### config.mk
export PLATFORM = sky130hd
export DESIGN_NAME = serial_subtractor_flat
export DESIGN_NICKNAME = d
export VERILOG_FILES = /design/src/rtl/serial_subtractor_if.sv /design/src/rtl/serial_subtractor.sv /design/src/flat_wrapper.sv
export SDC_FILE = /design/constraint.sdc
export NUM_CORES = 1
export LEC_CHECK = 0
export BUFFER_PORTS_ARGS = -buffer_cell sky130_fd_sc_hd__buf_2
export CORE_UTILIZATION = 40
export DETAILED_ROUTE_END_ITERATION = 10
export PLACE_DENSITY = 0.57
export SYNTH_ARGS = -nofsm -noshare
export SYNTH_HDL_FRONTEND = slang
export SYNTH_SLANG_ARGS = --single-unit
### constraint.sdc
create_clock -name clk -period 1.6 [get_ports clk]
set_clock_uncertainty 0.05 [all_clocks]
set_input_delay 0 -clock clk [delete_from_list [all_inputs] [get_ports clk]]
set_output_delay 0 -clock clk [all_outputs]
set_load 0.02 [all_outputs]
### src/rtl/serial_subtractor_if.sv
// Operand/result bundle for the bit-serial subtractor.
// Latency: none, signal bundle only.
// Backpressure: none; start is a request that the slave accepts only when idle.
interface serial_subtractor_if #(
    parameter int WIDTH = 8
);
    logic             start;
    logic [WIDTH-1:0] a;
    logic [WIDTH-1:0] b;
    logic             busy;
    logic             done;
    logic [WIDTH-1:0] diff;
    logic             borrow;
    logic             ovf;

    modport master (
        output start, a, b,
        input  busy, done, diff, borrow, ovf
    );

    modport slave (
        input  start, a, b,
        output busy, done, diff, borrow, ovf
    );
endinterface

### src/rtl/serial_subtractor.sv
// Bit-serial a - b, LSB first, one full-subtractor cell plus a borrow flop.
// Latency: WIDTH+1 edges from the accepting edge to the done pulse.
// Backpressure: start is accepted only in IDLE; requests in RUN/DONE are dropped.
module serial_subtractor #(
    parameter int WIDTH = 8
) (
    input  logic                 clk,
    input  logic                 rst,
    serial_subtractor_if.slave   bus
);
    localparam int CW = $clog2(WIDTH + 1);

    localparam logic [1:0] IDLE = 2'd0;
    localparam logic [1:0] RUN  = 2'd1;
    localparam logic [1:0] DONE = 2'd2;

    logic [1:0]       state;
    logic [WIDTH-1:0] a_sr;
    logic [WIDTH-1:0] b_sr;
    logic [WIDTH-1:0] res;
    logic [CW-1:0]    cnt;
    logic             bin;
    logic             a_msb;
    logic             b_msb;
    logic [WIDTH-1:0] diff_q;
    logic             borrow_q;
    logic             ovf_q;

    logic             a0;
    logic             b0;
    logic             d;
    logic             bout;
    logic [WIDTH:0]   res_ext;
    logic [WIDTH-1:0] res_nxt;
    logic             last_bit;

    // Full-subtractor cell on the current operand LSBs, plus the shifted result.
    always_comb begin
        a0       = a_sr[0];
        b0       = b_sr[0];
        d        = a0 ^ b0 ^ bin;
        bout     = (~a0 & b0) | (~(a0 ^ b0) & bin);
        // Concatenate-then-drop-LSB keeps the shift legal even for WIDTH=1.
        res_ext  = {d, res};
        res_nxt  = res_ext[WIDTH:1];
        last_bit = (cnt == CW'(WIDTH - 1));
    end

    // Control FSM, operand/result shifters and the held output registers.
    always_ff @(posedge clk) begin
        if (rst) begin
            state    <= IDLE;
            a_sr     <= '0;
            b_sr     <= '0;
            res      <= '0;
            cnt      <= '0;
            bin      <= 1'b0;
            a_msb    <= 1'b0;
            b_msb    <= 1'b0;
            diff_q   <= '0;
            borrow_q <= 1'b0;
            ovf_q    <= 1'b0;
        end else begin
            case (state)
                IDLE: begin
                    if (bus.start) begin
                        a_sr  <= bus.a;
                        b_sr  <= bus.b;
                        a_msb <= bus.a[WIDTH-1];
                        b_msb <= bus.b[WIDTH-1];
                        bin   <= 1'b0;
                        cnt   <= '0;
                        state <= RUN;
                    end
                end
                RUN: begin
                    a_sr <= a_sr >> 1;
                    b_sr <= b_sr >> 1;
                    res  <= res_nxt;
                    bin  <= bout;
                    cnt  <= cnt + CW'(1);
                    if (last_bit) begin
                        diff_q   <= res_nxt;
                        borrow_q <= bout;
                        // Signed overflow: operand signs differ and the result sign flips away from a.
                        ovf_q    <= (a_msb ^ b_msb) & (d ^ a_msb);
                        state    <= DONE;
                    end
                end
                DONE: begin
                    state <= IDLE;
                end
                default: begin
                    state <= IDLE;
                end
            endcase
        end
    end

    assign bus.busy   = (state == RUN);
    assign bus.done   = (state == DONE);
    assign bus.diff   = diff_q;
    assign bus.borrow = borrow_q;
    assign bus.ovf    = ovf_q;
endmodule

### src/flat_wrapper.sv
// flat-port wrapper written by rule: the top's interface ports become plain ports
module serial_subtractor_flat 
#(
    parameter int WIDTH = 8
)
  (clk, rst, bus_start, bus_a, bus_b, bus_busy, bus_done, bus_diff, bus_borrow, bus_ovf);
  serial_subtractor_if #(.WIDTH(WIDTH)) bus_i ();
  input  logic clk;
  input  logic rst;
  input wire logic [$bits(bus_i.start)-1:0] bus_start;
  input wire logic [$bits(bus_i.a)-1:0] bus_a;
  input wire logic [$bits(bus_i.b)-1:0] bus_b;
  output wire logic [$bits(bus_i.busy)-1:0] bus_busy;
  output wire logic [$bits(bus_i.done)-1:0] bus_done;
  output wire logic [$bits(bus_i.diff)-1:0] bus_diff;
  output wire logic [$bits(bus_i.borrow)-1:0] bus_borrow;
  output wire logic [$bits(bus_i.ovf)-1:0] bus_ovf;
  assign bus_i.start = bus_start;
  assign bus_i.a = bus_a;
  assign bus_i.b = bus_b;
  assign bus_busy = bus_i.busy;
  assign bus_done = bus_i.done;
  assign bus_diff = bus_i.diff;
  assign bus_borrow = bus_i.borrow;
  assign bus_ovf = bus_i.ovf;
  serial_subtractor #(.WIDTH(WIDTH)) u_core (.clk(clk), .rst(rst), .bus(bus_i));
endmodule
; ---- Word-level counts from Yosys, hierarchy flattened
; Cells that the tools add are included.
[classes]
n_bitwise = 10
eq_ne = 5
muxes = 11
reduce_logical = 6
add_sub_neg = 1
[ops]
columns = cell, count
row1 = 8-bit case mux with 2 select lines, 2
row2 = 8-bit 2-to-1 mux, 2
row3 = 4-bit case mux with 2 select lines, 1
row4 = 2-bit AND reduction, 4
row5 = 4-bit by 1-bit adder with 4-bit output (second input constant), 1
row6 = 4-bit by 3-bit == test with 1-bit output (second input constant), 1
row7 = 2-bit 2-to-1 mux, 2
row8 = 4-bit 2-to-1 mux, 1
row9 = 2-bit case mux with 2 select lines, 1
row10 = 1-bit XOR, 4
row11 = 1-bit AND, 3
row12 = 2-bit by 1-bit == test with 1-bit output (second input constant), 1
row13 = 2-bit == test (second input constant), 1
row14 = 2-bit logical NOT, 1
row15 = 2-bit by 1-bit inequality test with 1-bit output (second input constant), 1
row16 = 2-bit inequality test (second input constant), 1
row17 = 1-bit inverter, 2
row18 = 1-bit case mux with 2 select lines, 1
row19 = 2-bit nonzero test, 1
row20 = 1-bit 2-to-1 mux, 1
row21 = 1-bit bitwise OR, 1
[word_totals]
inputBits = 19
output_inout_bits = 12
register_bits = 43
elab_cells = 44

; ---- Longest topological paths before layout
[logic_depth]
word_depth = 5
ltp_mapped = 7
depth_no_buf = 5

; ---- Worst setup path before layout
; OpenSTA, ideal clock, no wires.
[synth_path]
kind = reg-to-reg
from = register u_core.b_sr[0]
to = register u_core.ovf_q (netlist: u_core.bus.ovf)
setup_ns = 0.086
required_ns = 1.464
path_stages_with_launch = 6
slack_ns = 0.143
arrival_ns = 1.322
path_cell_list = dfxtp_1 inv_1 fa_1 and3b_1 a21oi_1 a211oi_1
[synth_between]
elab_chain_cells = 4
[synth_rtl]
columns = item, line
row1 = from (decl), serial_subtractor.sv:19  ; logic [WIDTH-1:0] b_sr;
row2 = from (signal assigned), serial_subtractor.sv:68  ; b_sr <= bus.b;
row3 = from (signal assigned), serial_subtractor.sv:78  ; b_sr <= b_sr >> 1;
row4 = 1-bit XOR (2 in series), serial_subtractor.sv:41  ; d = a0 ^ b0 ^ bin;
row5 = net u_core.d, serial_subtractor.sv:31  ; logic d;
row6 = 1-bit XOR, serial_subtractor.sv:86  ; ovf_q <= (a_msb ^ b_msb) & (d ^ a_msb);
row7 = 1-bit AND, serial_subtractor.sv:86
row8 = to (signal assigned), serial_subtractor.sv:86
row9 = to (decl), serial_subtractor.sv:27  ; logic ovf_q;
; The timed path passes the listed nets, and every way through them passes these cells.
; A chain may end at the register's enable or synchronous reset.

; ---- Final worst setup path
; Ends and elaborated chain as after synthesis.

==> summary.md <==
| Metric | Value |
|---|---|
| Clk buf depth | 2 |
| Primary FF master, synth | dfxtp_1 |
| Vias/cell | ~5.2 |
| Worst-skew pair later-pin latency | between 200 and 300 ps |
| Internal cell power | 1.55 mW |
| Worst hold start | rst |
| Area fraction of the dominant cell type after synthesis | a little over two fifths |
| CTS tree | built |
| RSZ-0062 raised after global routing | false |
| Max Freq | 0.665 GHz |
| Critical path data arrival time | between 1500 and 2000 ps |
| Num ports | 31 |
| Worst-Margin Slew | roughly 470 ps |
| TritonRoute pass-1 iters | 6 |
| Clock transition at path regs | approximately 70 ps |
| Final min period | 1500 ps |
| Initial antenna violation count | 0 |
| First-pass GRT wire length | ~7300 microns |
| Setup-failing EPs final | 0 |
| Syn Std Cell Area | ~1900 sq um |
| Crit path kind | reg2reg |
| Req. time, crit path | 1760 ps |
| Port buffer count | 30 |
| Sw power | 0.506 mW |
| H-tree Lvls | 2 |
| Die H | 71.5 microns |
| Top cells by area, synth | dfxtp_1 43%, a21oi_1 12%, o221a_2 8.2% |
| Share of cells above drive strength 1 | around 25% |
| VDD IR-drop max | ~450 uV |
| Combinational fraction of design power | about 13% |
| CP endpoint kind | register |
| CP startpoint kind | register |
| Yosys top cell by area | dfxtp_1 |
| Total grt overflow | 0 |
| Power per cell area | between 900 and 1000 nW/um^2 |
| Period utilisation layout | between 90% and 100% |
| Final ANT Viol Nets | 0 |
| Tot Pwr | 2.05 mW |
| Largest net degree at the start of global routing | 25 |
| Seq pwr share | 55.0% |
| Worst Setup SP | u_core.b_sr[0] |
| Library cells used by synthesis | 30 |
| Via count | approximately 1.7k |
| Flops & latches, synth | 42 |
| Core area | 4500 sq um |
| Layout Nets | 293 |
| DR iter-0 viols | 77 |
| Detailed-route wire length per cell | 12.8 microns |
| Max_cap viols | 0 |
| Worst-path maximum fanout | 4 |
| # rows | 24 |
| EDFF count, synth | 0 |
| Antenna diodes | 0 |
| Clk sinks | 42 |
| Seq/Total Area, Yosys | about 43% |
| Detailed Place HPWL | between 2000 and 3000 microns |
| Status | complete, no violations |
| Area growth, synth to finish | 16.2% |
| HP Class | in2reg |
| Final Hold Viols | 0 |
| DRC violations left | 0 |
| Final Slew Violations | 0 |
| Synth warn | 0 |
| Ys async rst share | 0% |
| Total GRT Usage | 17.9% |
| Synth Net Count | 262 |
| Syn Inst Count | roughly 240 |
| Worst r2r src | u_core.b_sr[0] |
| Clock Power Share | between 30% and 40% |
| Vias in the first global route | 1587 |
| Syn avg cell area | roughly 8 sq um |
| Leakage power | 0.926 nW |
| Relative slew margins | around 70% |
| Die Wd | between 70 and 80 microns |
| Setup tns final | 0 ps |
| Num CTS Buffers | 5 |
| Die area | 5120 sq um |
| Starting Density | between 40% and 50% |
| CTS root buffer | clkbuf_8 |
| GPL Wtd Cong | 0.751 |
| Total Wirelength | a little over 4000 microns |
| Sw frac | between 20% and 30% |
| Final Util | 49.9% |
logic make-up after synthesis:
group	after synthesis	synth area share (%)
compound gates	80	26.3
simple gates	77	18.2
flops	42	43.5
buf+inv	37	8.73
mux	3	1.55
fa+ha+maj	2	1.68
routing by layer:
metal	GRT usage, %	part of all wire (%)	up-vias
li1	-	-	896
met1	25.0	51	754
met2	27.2	44	33
met3	4.36	4.3	2
met4	5.88	0.63	0
met5	0	0	-
power groups by stage:
stage	logic (mW)	registers, mW	clock network (mW)
floorplan	0.196	1.14	0
global placement	0.257	1.15	0
detailed placement	0.260	1.15	0
CTS	0.265	1.13	0.682
global route	0.304	1.13	0.731
finish	0.265	1.13	0.658
registers in the layout, indices dropped and copies added (netlist names):
register and flops:
u_core.a_msb 1, u_core.bus.borrow 1, u_core.bus.ovf 1, u_core.state 2, u_core.res 7, u_core.a_sr 8
u_core.cnt 4, u_core.bus.diff 8, u_core.bin 1, u_core.b_sr 8, u_core.b_msb 1
through the flow:
stage               hold slack, ps  setup WS [ps]  cells  area, sq um
floorplan                     97.2            143    241         1930
global placement               219           88.5    313         2120
detailed placement             233           65.5    313         2120
CTS                           95.4           14.6    321         2230
global route                   126           3.18    323         2250
finish                         102           95.3    323         2250
worst paths after layout:
| kind | to | slack, ps | depth (start not counted) |
|---|---|---|---|
| max | u_core.bus.ovf | 100 | 5 |
| min | u_core.cnt[1] | 100 | 2 |
| max reg2reg | u_core.bus.ovf | 100 | 5 |
| min reg2reg | u_core.res[1] | 410 | 2 |
worst max-delay path, cell delays in order, from the launching register on:
cell and delay [ps]:
dfxtp_1 330, inv_1 70, fa_2 610, and3b_1 160, a21oi_1 50, a211oi_2 170
synthesized netlist by cell type (2+ instances only):
cell,instances
a211oi_1,3
a21oi_1,48
a31oi_1,2
and3b_1,2
buf_2,9
buf_6,2
clkbuf_1,9
dfxtp_1,42
inv_1,15
mux2i_1,3
nand2_1,18
nand3_1,10
nand3b_1,3
nor2_1,35
nor2b_1,4
o21ai_0,8
o221a_2,14
o22ai_1,2
layout by cell type, fill, tap and decap left out, types with 2 or more instances in the layout:
master and n:
nor2_1 35, clkbuf_8 6, o22ai_1 2, buf_2 30, mux2i_1 3, nand3_1 10, dfxtp_1 42, and3b_1 2
inv_1 15, a31oi_1 2, a21oi_1 48, nand3b_1 3, o21ai_0 8, a211oi_1 2, o221a_2 14, dlygate4sd3_1 2
buf_4 13, nor2b_1 4, nand2_1 18
final cells by class:
class,count,area (sq um)
fillers,474,2260
flip-flops and latches,42,841
repair buffers,45,268
multi-input cells,162,932
clock buffers,6,82.6
inverters,16,60.1
well taps,52,65.1
repair_timing:
item / 4_1_cts / 5_1_grt
endpoints found under the hold margin: 4 / 0
setup endpoints to repair: 0 / 4
setup buffers: 0 / 2
hold buffers: 2 / 0
gates resized for setup: 0 / 2
(Power assumes the default switching activity.)
